**config.mk**
```make
export PLATFORM = sky130hd
export DESIGN_NAME = seq_restoring_divider
export DESIGN_NICKNAME = d
export VERILOG_FILES = /design/src/rtl/seq_divider_pkg.sv /design/src/rtl/div_trial_subtractor.sv /design/src/rtl/seq_restoring_divider.sv
export SDC_FILE = /design/constraint.sdc
export NUM_CORES = 1
export LEC_CHECK = 0
export ABC_CLOCK_PERIOD_IN_PS = 5100
export BUFFER_PORTS_ARGS = -buffer_cell sky130_fd_sc_hd__buf_2
export CORE_ASPECT_RATIO = 1.2
export CORE_MARGIN = 4
export CORE_UTILIZATION = 57
export CTS_CLUSTER_DIAMETER = 80
export CTS_CLUSTER_SIZE = 10
export DETAILED_ROUTE_END_ITERATION = 6
export GPL_ROUTABILITY_DRIVEN = 0
export PLACE_DENSITY_LB_ADDON = 0.08
export SYNTH_ARGS = -nofsm -noshare
export SYNTH_HDL_FRONTEND = slang
export SYNTH_HIERARCHICAL = 1
export SYNTH_SLANG_ARGS = --single-unit
```
**constraint.sdc**
```tcl
create_clock -name CLK -period 5.1 [get_ports CLK]
set_input_delay 0.255 -clock CLK [delete_from_list [all_inputs] [get_ports CLK]]
set_output_delay 0.255 -clock CLK [all_outputs]
set_load 0.02 [all_outputs]
```
**src/rtl/seq_divider_pkg.sv**
```systemverilog
// Shared types for the sequential restoring divider.
//   div_state_e : controller states (IDLE, CALC, FIX, DONE_ST)
//   cnt_width() : iteration counter width for an N-bit divider, $clog2(N+1)
package seq_divider_pkg;

    typedef enum logic [1:0] {
        IDLE    = 2'd0,
        CALC    = 2'd1,
        FIX     = 2'd2,
        DONE_ST = 2'd3
    } div_state_e;

    // CNT_W = $clog2(N+1): the counter must hold the value N itself.
    function automatic int cnt_width(input int n);
        return $clog2(n + 1);
    endfunction

endpackage

```
**src/rtl/div_trial_subtractor.sv**
```systemverilog
// Combinational ripple-borrow subtractor used for the restoring trial step.
//   a, b       : W-bit minuend / subtrahend
//   diff       : a - b (mod 2^W)
//   borrow_out : 1 when a < b (unsigned)
module div_trial_subtractor
    import seq_divider_pkg::*;
#(
    parameter int W = 9
) (
    input  logic [W-1:0] a,
    input  logic [W-1:0] b,
    output logic [W-1:0] diff,
    output logic         borrow_out
);

    logic [W:0] borrow;

    assign borrow[0] = 1'b0;

    for (genvar i = 0; i < W; i++) begin : g_bit
        assign diff[i]       = a[i] ^ b[i] ^ borrow[i];
        assign borrow[i+1]   = (~a[i] & b[i]) | (~(a[i] ^ b[i]) & borrow[i]);
    end

    assign borrow_out = borrow[W];

endmodule

```
**src/rtl/seq_restoring_divider.sv**
```systemverilog
// Multi-cycle restoring divider: one shared N+1-bit trial subtractor is
// reused for N shift/trial-subtract iterations.
//   CLK, RST (async, active high)
//   START              : request; accepted in IDLE or DONE_ST only
//   DIVIDEND, DIVISOR  : operands, latched on the accepted START
//   BUSY               : high while iterating (and in FIX when signed)
//   DONE               : one-cycle pulse, results valid
//   QUOTIENT/REMAINDER : registered results, held until the next completion
//   DIV_BY_ZERO        : set with DONE when the latched divisor was zero
// Optional: define SEQ_DIVIDER_SIGNED_EN for two's complement operands
// (adds a FIX state, latency N+1).
module seq_restoring_divider
    import seq_divider_pkg::*;
#(
    parameter int N = 8
) (
    input  logic         CLK,
    input  logic         RST,
    input  logic         START,
    input  logic [N-1:0] DIVIDEND,
    input  logic [N-1:0] DIVISOR,
    output logic         BUSY,
    output logic         DONE,
    output logic [N-1:0] QUOTIENT,
    output logic [N-1:0] REMAINDER,
    output logic         DIV_BY_ZERO
);

    localparam int CNT_W = cnt_width(N);

    div_state_e     state_q, state_d;
    logic [CNT_W-1:0] cnt_q, cnt_d;
    logic [N-1:0]   rem_q, rem_d;
    logic [N-1:0]   quo_q, quo_d;
    logic [N-1:0]   dvs_q, dvs_d;
    logic [N-1:0]   quotient_q, quotient_d;
    logic [N-1:0]   remainder_q, remainder_d;
    logic           dbz_q, dbz_d;

    logic [N:0]     shifted;
    logic [N:0]     trial;
    logic           borrow;
    logic           trial_msb_unused;
    logic [N-1:0]   step_rem;
    logic [N-1:0]   step_quo;
    logic [N-1:0]   dividend_mag;
    logic [N-1:0]   divisor_mag;

`ifdef SEQ_DIVIDER_SIGNED_EN
    logic neg_quo_q, neg_quo_d;
    logic neg_rem_q, neg_rem_d;

    assign dividend_mag = DIVIDEND[N-1] ? (~DIVIDEND + N'(1)) : DIVIDEND;
    assign divisor_mag  = DIVISOR[N-1]  ? (~DIVISOR  + N'(1)) : DIVISOR;
`else
    assign dividend_mag = DIVIDEND;
    assign divisor_mag  = DIVISOR;
`endif

    // Bring the next dividend bit into the partial remainder, then try to
    // subtract the divisor. Borrow out means "doesn't fit": keep shifted.
    assign shifted = {rem_q, quo_q[N-1]};

    div_trial_subtractor #(.W(N + 1)) u_sub (
        .a          (shifted),
        .b          ({1'b0, dvs_q}),
        .diff       (trial),
        .borrow_out (borrow)
    );

    // When no borrow, trial < divisor < 2^N so its MSB is always zero.
    assign trial_msb_unused = trial[N];

    assign step_rem = borrow ? shifted[N-1:0] : trial[N-1:0];
    assign step_quo = {quo_q[N-2:0], ~borrow};

    always_comb begin
        state_d     = state_q;
        cnt_d       = cnt_q;
        rem_d       = rem_q;
        quo_d       = quo_q;
        dvs_d       = dvs_q;
        quotient_d  = quotient_q;
        remainder_d = remainder_q;
        dbz_d       = dbz_q;
`ifdef SEQ_DIVIDER_SIGNED_EN
        neg_quo_d   = neg_quo_q;
        neg_rem_d   = neg_rem_q;
`endif
        case (state_q)
            IDLE, DONE_ST: begin
                state_d = IDLE;
                if (START) begin
                    dvs_d = divisor_mag;
                    if (DIVISOR == '0) begin
                        // Skip iteration entirely; report the fixed result.
                        state_d     = DONE_ST;
                        quotient_d  = '1;
                        remainder_d = DIVIDEND;
                        dbz_d       = 1'b1;
                        cnt_d       = '0;
                    end else begin
                        state_d = CALC;
                        rem_d   = '0;
                        quo_d   = dividend_mag;
                        cnt_d   = CNT_W'(N);
                        dbz_d   = 1'b0;
`ifdef SEQ_DIVIDER_SIGNED_EN
                        neg_quo_d = DIVIDEND[N-1] ^ DIVISOR[N-1];
                        neg_rem_d = DIVIDEND[N-1];
`endif
                    end
                end
            end
            CALC: begin
                rem_d = step_rem;
                quo_d = step_quo;
                cnt_d = cnt_q - CNT_W'(1);
                if (cnt_q == CNT_W'(1)) begin
`ifdef SEQ_DIVIDER_SIGNED_EN
                    state_d = FIX;
`else
                    state_d     = DONE_ST;
                    quotient_d  = step_quo;
                    remainder_d = step_rem;
`endif
                end
            end
`ifdef SEQ_DIVIDER_SIGNED_EN
            FIX: begin
                // -2^(N-1)/-1 wraps naturally: magnitude 2^(N-1), no negate.
                quotient_d  = neg_quo_q ? (~quo_q + N'(1)) : quo_q;
                remainder_d = neg_rem_q ? (~rem_q + N'(1)) : rem_q;
                state_d     = DONE_ST;
            end
`endif
            default: state_d = IDLE;
        endcase
    end

    always_ff @(posedge CLK or posedge RST) begin
        if (RST) begin
            state_q     <= IDLE;
            cnt_q       <= '0;
            rem_q       <= '0;
            quo_q       <= '0;
            dvs_q       <= '0;
            quotient_q  <= '0;
            remainder_q <= '0;
            dbz_q       <= 1'b0;
`ifdef SEQ_DIVIDER_SIGNED_EN
            neg_quo_q   <= 1'b0;
            neg_rem_q   <= 1'b0;
`endif
        end else begin
            state_q     <= state_d;
            cnt_q       <= cnt_d;
            rem_q       <= rem_d;
            quo_q       <= quo_d;
            dvs_q       <= dvs_d;
            quotient_q  <= quotient_d;
            remainder_q <= remainder_d;
            dbz_q       <= dbz_d;
`ifdef SEQ_DIVIDER_SIGNED_EN
            neg_quo_q   <= neg_quo_d;
            neg_rem_q   <= neg_rem_d;
`endif
        end
    end

    assign BUSY        = (state_q == CALC) || (state_q == FIX);
    assign DONE        = (state_q == DONE_ST);
    assign QUOTIENT    = quotient_q;
    assign REMAINDER   = remainder_q;
    assign DIV_BY_ZERO = dbz_q;

endmodule

```
After elaboration in Yosys (flattened, before gate mapping). Index checks and enable logic that the tools add are counted.

Add/sub/neg operators: 1. Multiply operators: 0. Divide/modulo/power cells: 0. $lt $le $gt $ge: 0. Equal/unequal tests: 8. Shift operators: 0. Muxes and demuxes: 23. Bitwise logic cells: 55. Reductions and logical operators: 9.

Operators with widths (number): two-way mux 8 bit (11); case mux 8 bit (2 select lines) (4); inverter 1 bit (17); AND 1 bit (16); bitwise XOR 1 bit (15); zero test 8 bit (1); two-way mux 4 bit (2); != test 2 bit, second input constant (4); case mux 4 bit (2 select lines) (1); OR 1 bit (7); two-way mux 2 bit (3); equality test 2 bit, second input constant (2); equality test 4 x 1 -> 1 bit, second input constant (1); case mux 2 bit (2 select lines) (1); AND reduction 2 bit (2); AND reduction 4 bit (1); subtractor 4 x 1 -> 4 bit, second input constant (1); AND reduction 3 bit (1); equality test 2 x 1 -> 1 bit, second input constant (1); zero test 2 bit (1); nonzero test 2 bit (1); OR reduction 2 bit (1); logical OR 1 bit (1); two-way mux 1 bit (1).

Register bits after elaboration: 47. Latch bits: 0. RAM bits: 0. ROM bits: 0. Bits of input ports: 19. Output and inout port bits: 19. Logic and storage cells: 104. Memories: 0.

Logic depth before layout (Yosys ltp).
Word-level depth: 20. Mapped depth: 19. Depth with buffers taken out: 18.

Modules after synthesis. Netlist, hierarchy kept.

By module, submodules not included: seq_restoring_divider (instances 1, cells an instance 195, area an instance 2432.3 um2); div_trial_subtractor (instances 1, cells an instance 29, area an instance 247.7 um2).

Worst setup path after synthesis. OpenSTA, ideal clock, no wires.

Path type: reg-to-reg. From: register quo_q[7]. To: register remainder_q[0], in the netlist REMAINDER[0]. Data arrival time: 4.064 ns. Data required time: 4.975 ns. Path slack: 0.911 ns. Stages on the path, launching flop included: 20. Buffers on the path: 1. Clock period less this slack: 4.189 ns. Cell sequence: dfrtp_1 -> inv_1 -> ha_1 -> inv_1 -> fa_1 -> inv_1 -> fa_1 -> fa_1 -> fa_1 -> fa_1 -> fa_1 -> fa_1 -> inv_1 -> fa_1 -> inv_1 -> buf_2 -> mux2i_1 -> nor2b_1 -> o21bai_1 -> mux2_4.

Longest elaborated chain between the ends: 20. Elaborated cells between the ends (all ways): 21. Classes of those cells: mux: 3; bitwise: 18.

Ends and longest elaborated chain: start, declared (RTL line seq_restoring_divider.sv:34) `logic [N-1:0] quo_q, quo_d;`; start signal, assigned (RTL line seq_restoring_divider.sv:159) `quo_q <= quo_d;`; inverter 1 bit (RTL line div_trial_subtractor.sv:22) `assign borrow[i+1] = (~a[i] & b[i]) | (~(a[i] ^ b[i]) & borrow[i]);`; AND 1 bit (2 in a row) (RTL line div_trial_subtractor.sv:22); OR 1 bit (RTL line div_trial_subtractor.sv:22); AND 1 bit (RTL line div_trial_subtractor.sv:22); OR 1 bit (RTL line div_trial_subtractor.sv:22); AND 1 bit (RTL line div_trial_subtractor.sv:22); OR 1 bit (RTL line div_trial_subtractor.sv:22); AND 1 bit (RTL line div_trial_subtractor.sv:22); [... 4 more ...]; OR 1 bit (RTL line div_trial_subtractor.sv:22); AND 1 bit (RTL line div_trial_subtractor.sv:22); OR 1 bit (RTL line div_trial_subtractor.sv:22); AND 1 bit (RTL line div_trial_subtractor.sv:22); named net borrow (RTL line seq_restoring_divider.sv:42) `logic borrow;`; two-way mux 8 bit (RTL line seq_restoring_divider.sv:74) `assign step_rem = borrow ? shifted[N-1:0] : trial[N-1:0];`; two-way mux 8 bit (RTL line seq_restoring_divider.sv:119) `if (cnt_q == CNT_W'(1)) begin`; case mux 8 bit (2 select lines) (RTL line seq_restoring_divider.sv:90) `case (state_q)`; end signal, assigned (RTL line seq_restoring_divider.sv:162) `remainder_q <= remainder_d;`; end, declared (RTL line seq_restoring_divider.sv:37) `logic [N-1:0] remainder_q, remainder_d;`.

The timed path passes the listed nets, and every way through them passes these cells. The select of a mux whose other input is x is not followed. A chain may end at the register's enable or synchronous reset.

Worst setup path in the final report. Ends and elaborated chain as after synthesis.

==> results.tsv <==
stage	metric	value	unit
sta	timing.final.hold_violations	0	
die	ioPinCount	38	
global_routing	grt_use_total	17.49	%
die	dieHeight	83.12	µm
worst_setup_path	worst_path_max_delay_cell	fa_1	
logic_synthesis	postSynthCellCount	224	
clocking	ctsLongestPathBuffers	2	
die	die_area	5868	µm²
finish	layout.core_utilization	65.62	%
sta	maxClockFrequency	0.2252	GHz
clocking	clock_tree.htree_level_count	2	
drt	first_iter_violations	115	
power	internal_power	1158	µW
die	die_x	70.60	µm
sta	slew-limit-headroom	34.98	%
drt	wl_per_cell	14.47	µm
power	power-per-cell-area	623.7	nW/µm²
die	rows	27	
outcome	run_status	finished, final reports clean	
drt	drt_first_pass_iters	4	
worst_setup_path	worst-setup-path-type	reg2reg	
logic_synthesis	syn-cell-area	2680	µm²
logic_synthesis	mappedNetlistNets	257	
worst_setup_path	timing.critical_path.mode_cell	fa_1	
power	switching_share	37.95	%
global_routing	globalRouteOverflowTotal	0	
finish	antenna_cells	0	
finish	finalNonFillerCells	318	
die	start_util	58.77	%
sta	postLayoutSetupSlackWorst	0.6603	ns
global_routing	grt_start_max_net_pins	48	
finish	most-common-layout-cells	47 x dfrtp_1, 37 x mux2_2, 37 x buf_2	
sta	final_max_slew_viol_count	0	
worst_setup_path	cp.arrival	4.62	ns
sta	timing.final.crit_period	4.440	ns
placed_design	placed_cells_incl_taps	310	
logic_synthesis	synth_top_cells_by_area	dfrtp_1 44%, mux2_2 16%, fa_1 6.0%	
logic_synthesis	ys_ff_latch	47	
power	power_leakage	0.001428	µW
placed_design	place_worst_setup_slack	0.6937	ns
clocking	tritoncts_clock_tree	done	
worst_setup_path	setup.worst_path.end_class	register	
clocking	worstSkewPairLatency	0.29	ns
sta	min_period_over_period	87.05	%
sta	rsz0062_at_grt	false	
sta	hold_slack	0.1816	ns
power	net-switching-power	708.4	µW
worst_setup_path	critical_path.cell_chain	inv_1 -> ha_1 -> inv_1 -> fa_1 -> inv_1 -> fa_1 -> fa_1 -> fa_1 -> fa_1 -> fa_1 -> fa_1 -> inv_1 -> fa_1 -> inv_1 -> mux2i_1 -> nor2b_1 -> o21bai_1 -> mux2_4	
worst_setup_path	cp-start-kind	register	
finish	design.final.nets	292	
drt	remaining_drc_errors	0	
finish	layout_commonest_cell	dfrtp_1	
die	std_cell_core_area	4561	µm²
drt	totalWireLength	4603	µm
power	combPwrFrac	50.9	%
logic_synthesis	post_synth_num_cell_types	36	
clocking	clock_transition_time_at_the_flip_flop_clock_pins_of_the_worst_setup_and_hold_paths	0.08	ns
power	sequentialPowerShare	34.1	%
logic_synthesis	synth_largest_type_area_fraction	43.88	%
clocking	clkSinkCount	47	
placed_design	port_buffers	37	
logic_synthesis	post-synth-top-area-cell	dfrtp_1	
logic_synthesis	syn_area_per_cell	11.96	µm²
worst_setup_path	crit_path_max_fanout	10	
drt	num_vias	1651	
finish	final.fill_count	369	
global_routing	global_route_wire_length_before_repair	8307	µm
clocking	cts_inserted_buffers	5	
drt	antenna_violating_nets_post_route	0	
worst_setup_path	critical-path-max-stage-delay	0.40	ns
sta	setup-violations-final	0	
sta	skew	0.005615	ns
clocking	postCtsResizedCells	0	
power	clockPowerShare	15.0	%
power	power.ir.vdd_worst	0.0004160	V
clocking	cts-root-buf	clkbuf_8	
clocking	hold_buffers	0	
run	max_cap_viols	0	
logic_synthesis	yosysSeqAreaShare	43.88	%
global_routing	grt_antenna_before_repair	0	
placed_design	hpwlAfterDp	3264	µm
min_path	hold_class	in2async	
global_routing	via_count_of_the_first_global_routing_pass	1718	
sta	worstMarginPinSlew	0.9739	ns
finish	final_layout_size_suffix_gt1_share	39.23	%
drt	route.detailed.vias_per_inst	5.192	
sta	final.setup.tns	0	ns
worst_setup_path	required	5.28	ns
clocking	post-cts-setup-buffer-count	0	
finish	synthToLayoutAreaGrowth	11.67	%
logic_synthesis	ys_warn_count	6	
[area by class of cell]
| cell class | instances | area [µm²] | area share, % |
|---|---|---|---|
| inverter | 30 | 112.6 | 3.763 |
| tap | 58 | 72.57 | 2.425 |
| clock inverter | 2 | 35.03 | 1.171 |
| clock buffer | 6 | 82.58 | 2.759 |
| timing repair buffer | 38 | 192.7 | 6.438 |
| multi-input combinational | 137 | 1321 | 44.15 |
| sequential | 47 | 1176 | 39.30 |
[through the flow]
stage / area (µm²) / total power [µW]
after global placement: 2875 / 1580
after global routing: 2993 / 2031
after detailed placement: 2875 / 1603
final: 2993 / 1867
after floorplan: 2680 / 1421
after CTS: 2993 / 1891
[power by group through the flow]
stage / combinational (µW) / clock (µW) / sequential, µW
final: 950 / 280 / 637
after floorplan: 738 / 0 / 683
after detailed placement: 956 / 0 / 647
after global routing: 1060 / 310 / 660
after global placement: 939 / 0 / 641
after CTS: 962 / 289 / 639
[worst max-delay path, delay by kind of cell (launching register included)]
kind | cells | cell delay (ns)
flip-flops | 1 | 0.37
adder cells (fa/ha/maj) | 9 | 2.79
AO/OA/AOI/OAI | 1 | 0.15
buffers and inverters | 5 | 0.45
AND/OR/NAND/NOR | 1 | 0.07
multiplexers | 2 | 0.50
[logic make-up (layout without fill, tap and decap cells)]
| group | Yosys count | after routing | share of synthesized area [%] |
|---|---|---|---|
| AOI/OAI and AO/OA | 22 | 22 | 6.443 |
| and+or+nand+nor | 42 | 42 | 8.730 |
| xor gates and xnor gates | 1 | 1 | 0.3269 |
| other | 1 | 1 | 0.1399 |
| DFF | 47 | 47 | 43.88 |
| adders and majority gates | 14 | 14 | 8.777 |
| muxes | 57 | 57 | 24.88 |
| buffers and inverters | 40 | 76 | 6.816 |
[cell usage after synthesis]
library cell	count
mux2_4	10
nand2b_1	8
buf_12	1
a21oi_1	10
o21ai_0	2
a211oi_1	1
mux2i_1	10
buf_1	2
o21bai_1	1
mux2_2	37
fa_1	8
nor4_2	2
o31ai_2	1
buf_2	4
nor2_1	10
nand2_1	8
or2_2	1
a221oi_1	1
nor2b_1	8
and2b_1	1
clkbuf_1	2
xnor2_1	1
ha_1	6
buf_8	1
inv_1	30
o22ai_1	1
a21boi_4	1
nand3_1	2
o221a_2	1
nand4_2	1
conb_1	1
a32o_1	1
a31oi_4	1
a22o_1	1
nor3_1	1
dfrtp_1	47
[layer usage]
metal	GRT usage (%)	wire (µm)	vias up
li1	-	-	812
met1	23.85	2096	805
met2	28.53	2256	29
met3	3.148	193	5
met4	5.128	56	0
met5	0	0	-
[state kept, by name, indices dropped and copies added, names as in the netlist]
name and flops:
DIV_BY_ZERO 1, QUOTIENT 8, REMAINDER 8, cnt_q 4, dvs_q 8, quo_q 8, rem_q 8, state_q 2
[worst paths after layout]
check,start,end,slack [ns],cells after the start
worst max-delay path,quo_q[7],REMAINDER[0],0.66,18
worst min-delay path,RST,QUOTIENT[1],0.18,2
worst max register to register,quo_q[7],REMAINDER[0],0.66,18
worst min register to register,DIV_BY_ZERO,DIV_BY_ZERO,0.48,2
max in group asynchronous,RST,rem_q[5],4.32,2
min in group CLK,DIVISOR[4],dvs_q[4],0.22,2
Note: power is estimated with default switching activity, not from simulation.
